$ cat src/rtl/sparc_mul_req.sv
// Purpose : EXU-side requester for the shared multiplier. It formats MULX/UMUL/SMUL operands,
//           drives the valid/ack handshake, waits the fixed latency and returns the product.
// Latency : start in cycle S with ack in S+1 gives the result strobe in S+2+MUL_LAT.
//           Minimum start-to-start spacing is MUL_LAT+3 cycles.
// Backpr. : mul_ecl_rdy=1 only in IDLE. The request is held with stable operands until
//           mul_exu_ack is seen.
// Ports   : rclk/rst (async, active-high)
//           ecl_mul_* : command, operands and kill from the EXU
//           exu_mul_* : request to the multiplier; mul_exu_ack and mul_data_out come back
//           mul_ecl_* : ready, result strobe, product, Y update and ack-timeout error
// Option  : define SPARC_MUL_REQ_ACK_TIMEOUT_EN to abandon a request that gets no ack in
//           63 REQ cycles. The abandoned request sets the sticky mul_ecl_ack_err.
module sparc_mul_req #(
    parameter int MUL_LAT = 5,
    parameter int CNT_W   = 3
) (
    input  logic        rclk,
    input  logic        rst,
    input  logic        ecl_mul_start,
    input  logic [1:0]  ecl_mul_op,
    input  logic [63:0] ecl_mul_rs1,
    input  logic [63:0] ecl_mul_rs2,
    input  logic        ecl_mul_kill,
    output logic        mul_ecl_rdy,
    output logic        exu_mul_input_vld,
    output logic [63:0] exu_mul_rs1_data,
    output logic [63:0] exu_mul_rs2_data,
    input  logic        mul_exu_ack,
    input  logic [63:0] mul_data_out,
    output logic        mul_ecl_res_vld,
    output logic [63:0] mul_ecl_res,
    output logic        mul_ecl_y_wen,
    output logic [31:0] mul_ecl_y_data,
    output logic        mul_ecl_ack_err
);

    typedef enum logic [1:0] {IDLE, REQ, WAIT, RESP} state_t;

    state_t             state;
    logic [1:0]         op_q;
    logic               kill_flag;
    logic [CNT_W-1:0]   cnt;
    logic               handshake;
    logic               to_expire;
    logic               is_32b_mul;

    // UMUL zero-extends and SMUL sign-extends the low word. MULX and the reserved
    // encoding pass the raw value. Only the low 64 bits of the product are used,
    // so sign-extended operands need no later correction for SMUL.
    function automatic logic [63:0] fmt_operand(input logic [1:0] op, input logic [63:0] rs);
        logic [63:0] r;
        case (op)
            2'b01:   r = {32'b0, rs[31:0]};
            2'b10:   r = {{32{rs[31]}}, rs[31:0]};
            default: r = rs;
        endcase
        return r;
    endfunction

    assign handshake   = (state == REQ) & exu_mul_input_vld & mul_exu_ack;
    assign mul_ecl_rdy = (state == IDLE);
    assign is_32b_mul  = (op_q == 2'b01) | (op_q == 2'b10);

    // A kill can still arrive in the RESP cycle itself, so the live kill also qualifies the strobe.
    assign mul_ecl_res_vld = (state == RESP) & ~kill_flag & ~ecl_mul_kill;
    assign mul_ecl_y_wen   = mul_ecl_res_vld & is_32b_mul;

`ifdef SPARC_MUL_REQ_ACK_TIMEOUT_EN
    logic [5:0] to_cnt;

    // Holds 0 outside REQ, so it is cleared on every entry to REQ.
    // The value 62 marks the 63rd REQ cycle. An ack in that cycle still wins.
    assign to_expire = (state == REQ) & (to_cnt == 6'd62) & ~mul_exu_ack;

    always_ff @(posedge rclk or posedge rst) begin
        if (rst) begin
            to_cnt          <= 6'd0;
            mul_ecl_ack_err <= 1'b0;
        end else begin
            to_cnt <= (state == REQ) ? to_cnt + 6'd1 : 6'd0;
            if (to_expire)
                mul_ecl_ack_err <= 1'b1;
        end
    end
`else
    assign to_expire       = 1'b0;
    assign mul_ecl_ack_err = 1'b0;
`endif

    always_ff @(posedge rclk or posedge rst) begin
        if (rst) begin
            state             <= IDLE;
            op_q              <= 2'b00;
            kill_flag         <= 1'b0;
            cnt               <= '0;
            exu_mul_input_vld <= 1'b0;
            exu_mul_rs1_data  <= 64'd0;
            exu_mul_rs2_data  <= 64'd0;
            mul_ecl_res       <= 64'd0;
            mul_ecl_y_data    <= 32'd0;
        end else begin
            case (state)
                IDLE: begin
                    // A kill in IDLE refers to nothing in flight and is ignored.
                    if (ecl_mul_start) begin
                        op_q              <= ecl_mul_op;
                        exu_mul_rs1_data  <= fmt_operand(ecl_mul_op, ecl_mul_rs1);
                        exu_mul_rs2_data  <= fmt_operand(ecl_mul_op, ecl_mul_rs2);
                        exu_mul_input_vld <= 1'b1;
                        state             <= REQ;
                    end
                end
                REQ: begin
                    if (handshake) begin
                        // The multiplier has taken the operands, so a kill here only suppresses the result.
                        cnt               <= CNT_W'(MUL_LAT);
                        kill_flag         <= ecl_mul_kill;
                        exu_mul_input_vld <= 1'b0;
                        state             <= WAIT;
                    end else if (ecl_mul_kill | to_expire) begin
                        exu_mul_input_vld <= 1'b0;
                        state             <= IDLE;
                    end
                end
                WAIT: begin
                    // A killed multiply still waits the full latency so its product
                    // drains before any new request can be issued.
                    if (ecl_mul_kill)
                        kill_flag <= 1'b1;
                    if (cnt == CNT_W'(1)) begin
                        mul_ecl_res    <= mul_data_out;
                        mul_ecl_y_data <= mul_data_out[63:32];
                        cnt            <= '0;
                        state          <= RESP;
                    end else begin
                        cnt <= cnt - CNT_W'(1);
                    end
                end
                RESP: begin
                    kill_flag <= 1'b0;
                    state     <= IDLE;
                end
                default: state <= IDLE;
            endcase
        end
    end

endmodule

$ cat config.mk
export PLATFORM = sky130hd
export DESIGN_NAME = sparc_mul_req
export DESIGN_NICKNAME = d
export VERILOG_FILES = /design/src/rtl/sparc_mul_req.sv
export SDC_FILE = /design/constraint.sdc
export NUM_CORES = 1
export LEC_CHECK = 0
export CAP_MARGIN = 20
export CORE_AREA = 2 2 164 166
export DETAILED_ROUTE_END_ITERATION = 10
export DIE_AREA = 0 0 166 168
export GPL_ROUTABILITY_DRIVEN = 0
export PLACE_DENSITY = 0.68
export SLEW_MARGIN = 20
export SYNTH_ARGS = -nofsm -noshare
export SYNTH_HDL_FRONTEND = slang
export SYNTH_SLANG_ARGS = --single-unit
$ cat constraint.sdc
create_clock -name rclk -period 7.4 [get_ports rclk]
set_input_delay 1.85 -clock rclk [delete_from_list [all_inputs] [get_ports rclk]]
set_output_delay 1.85 -clock rclk [all_outputs]
set_load 0.05 [all_outputs]
==> metrics.md <==
| Metric | Value |
|---|---|
| Tcrit/Tclk final | `75.2%` |
| Die width | `166 um` |
| Vias in the first global route | `6387` |
| Hold Vio Cnt, Final | `0` |
| Max Slew Vio Count | `0` |
| Largest net degree at the start of global routing | `95` |
| Hold wc startpoint | `mul_ecl_res[0]` |
| Detailed Routing Iterations Pass 1 | `4` |
| Type of the tightest min-delay check | `reg2reg` |
| Fin Setup TNS | `0 ns` |
| Minimum clock period | `5.57 ns` |
| Post-synth top area share | `62.6%` |
| Worst Hold End | `mul_ecl_res[0]` |
| CTS max path bufs | `3` |
| Clk root buf | `clkbuf_16` |
| Hold path cells | `1` |
| Core area | `26400 um^2` |
| Register Area | `5030 um^2` |
| Core Rows | `60` |
| Synth area leaders | `dfrtp_1 63%, mux2_2 18%, a21oi_1 4.2%` |
| Setup crit start kind | `primary input` |
| Detailed Route WL | `23.9 mm` |
| LEAKAGE | `5.53 nW` |
| GRT Total Usage | `16.4%` |
| FILL cells | `2349` |
| Synth area leader | `dfrtp_1` |
| Worst-Skew Late Latency | `0.50 ns` |
| Pwr Total | `7.30 mW` |
| Antenna violations before repair | `0` |
| RSZ-0062 raised after global routing | `false` |
| Final antenna-violating net count | `0` |
| Cts bufs inserted | `23` |
| Relative slew slack | `41.4%` |
| VDD IR max | `0.000340 V` |
| Grt total ovfl | `0` |
| Max_cap viols | `0` |
| Vias | `6268` |
| # Post-CTS Setup Buffers | `0` |
| Hold Slack | `0.503 ns` |
| Avg Synthesized Cell Area | `12.6 um^2` |
| Multi-input gate area | `2550 um^2` |
| Share of layout cells above drive strength 1 | `17.4%` |
| Yosys warns | `0` |
| Crit Path Class | `in2out` |
| Nets | `1230` |
| Worst Tran Pin Value | `0.878 ns` |
| Clk_skew | `0.0102 ns` |
| Remaining DRCs | `0` |
| Cell Pwr Density | `554 nW/um^2` |
| Dpl hpwl | `17.1 mm` |
| Most common cell after layout, fill and taps aside | `clkdlybuf4s50_1` |
| Crit-path max FO | `5` |
| 1st-iter DRT viols | `401` |
| Hold Buf Count CTS | `0` |
| Initial Utilization | `30.5%` |
| DIE AREA | `27900 um^2` |
| Cell depth of the worst flop-to-flop path | `4` |
| Setup violators final | `0` |
| Capture point of the worst reg-to-reg path | `mul_ecl_res[29]` |
| Synth Cell Area | `8040 um^2` |
| Status | `complete, no violations` |
| Worst setup EP type | `output port` |
| Crit path DAT | `3.72 ns` |
| Non-Filler Instances | `1385` |
| # diodes | `0` |
| Clock sinks | `201` |
| Post-synthesis sequential area ratio | `62.6%` |
| Commonest non-fill, non-tap cells in the layout | `426 x clkdlybuf4s50_1, 201 x dfrtp_1, 130 x mux2_2` |
| IO Port Bufs | `426` |
| First-pass GRT wire length | `36.8 mm` |
| Area Growth Syn to Fin | `63.9%` |
| Post_cts resized | `0` |
| Htree depth | `1` |
| Max Freq | `180 MHz` |
| Post-Syn Nets | `839` |
| Placed instance count | `1344` |
| Reg clk slew, reported paths | `0.06 ns` |
| CTS tree | `done` |
| I/O pin count | `428` |
| DIE HEIGHT | `168 um` |
| Cell variety after synth | `28` |
| Worst reg2reg setup slack | `4.46 ns` |
| DR WL/cell | `17.2 um` |
| Mapped Cells | `637` |
| CP required | `5.55 ns` |
| Post-DR vias/cell | `4.53` |
| FF+latch count, synth | `201` |
[registers in the layout (all words and copies together), names as in the netlist, named ones only]
register,flops
exu_mul_rs2_data,64
kill_flag,1
exu_mul_input_vld,1
op_q,2
mul_ecl_res,64
exu_mul_rs1_data,64
cnt,3
state,1
[stage by stage]
stage / area [um^2] / worst slack, ns / util, %
floorplan: 8040 / 0.0676 / -
finish: 13200 / 1.83 / 50.0
global route: 13200 / 1.75 / 50.0
CTS: 13200 / 1.84 / 50.0
global placement: 12400 / 1.86 / 47.0
detailed placement: 12400 / 1.83 / 47.0
[synthesized netlist by cell type (all sizes together)]
master    n
mux2    130
nand4b    1
nor2b     2
and2      1
nor4      1
o22ai     2
xor2      1
nand3     1
nor3b     2
ha        3
inv       6
dfrtp   201
nor4bb    1
a21oi    68
nor2     68
conb      1
nand2    67
xnor2     1
buf      60
a21boi    2
a221o     1
nand2b    1
and4      1
a31oi     1
clkbuf    9
o21ai     5
[logic make-up (layout without fill, tap and decap cells)]
family                     Yosys count  after routing  synth area share [%]
adders and majority gates            3              3                 0.467
DFF                                201            201                  62.6
AOI/OAI and AO/OA                   79             79                  5.09
buffers and inverters               75            482                  5.98
xor gates and xnor gates             2              2                 0.218
other                                1              1                0.0467
and+or+nand+nor                    146            146                  7.41
muxes                              130            130                  18.2
[worst max path at each step]
stage,startpoint,end,slack [ns],cells after the start
2_1_floorplan,rst,asynchronous set/reset pin,0.07,1
3_3_place_gp,ecl_mul_kill,mul_ecl_y_wen,1.86,4
3_5_place_dp,ecl_mul_kill,mul_ecl_y_wen,1.83,4
4_1_cts,ecl_mul_kill,mul_ecl_y_wen,1.84,4
5_1_grt,ecl_mul_kill,mul_ecl_y_wen,1.75,4
6_report,ecl_mul_kill,mul_ecl_y_wen,1.83,4
[power by group]
group,leakage [nW],internal [mW],switching [mW]
sequential,2.42,1.62,0.314
clock,0.393,0.728,0.442
combinational,2.72,1.45,2.74
[worst max-delay path, cell delays in order]
cell and delay (ns):
clkdlybuf4s50_1 0.50, nor4bb_1 0.40, and2_1 0.18, clkdlybuf4s50_1 0.79
[per-layer routing]
| metal | GRT usage [%] | up-vias | part of all wire (%) |
|---|---|---|---|
| li1 | - | 2905 | - |
| met4 | 4.84 | 0 | 2.1 |
| met5 | 0 | - | 0 |
| met3 | 4.23 | 31 | 7.0 |
| met2 | 28.6 | 250 | 50 |
| met1 | 20.2 | 3082 | 41 |
[final cells by class]
type	instances	share of cell area [%]
clock buffers	36	5.42
clock inverters	5	0.570
inverters	6	0.228
multi-input cells	361	19.4
flip-flops and latches	201	38.2
well taps	341	3.24
repair buffers	435	33.0
No activity file was read; power rests on OpenSTA's default activity.
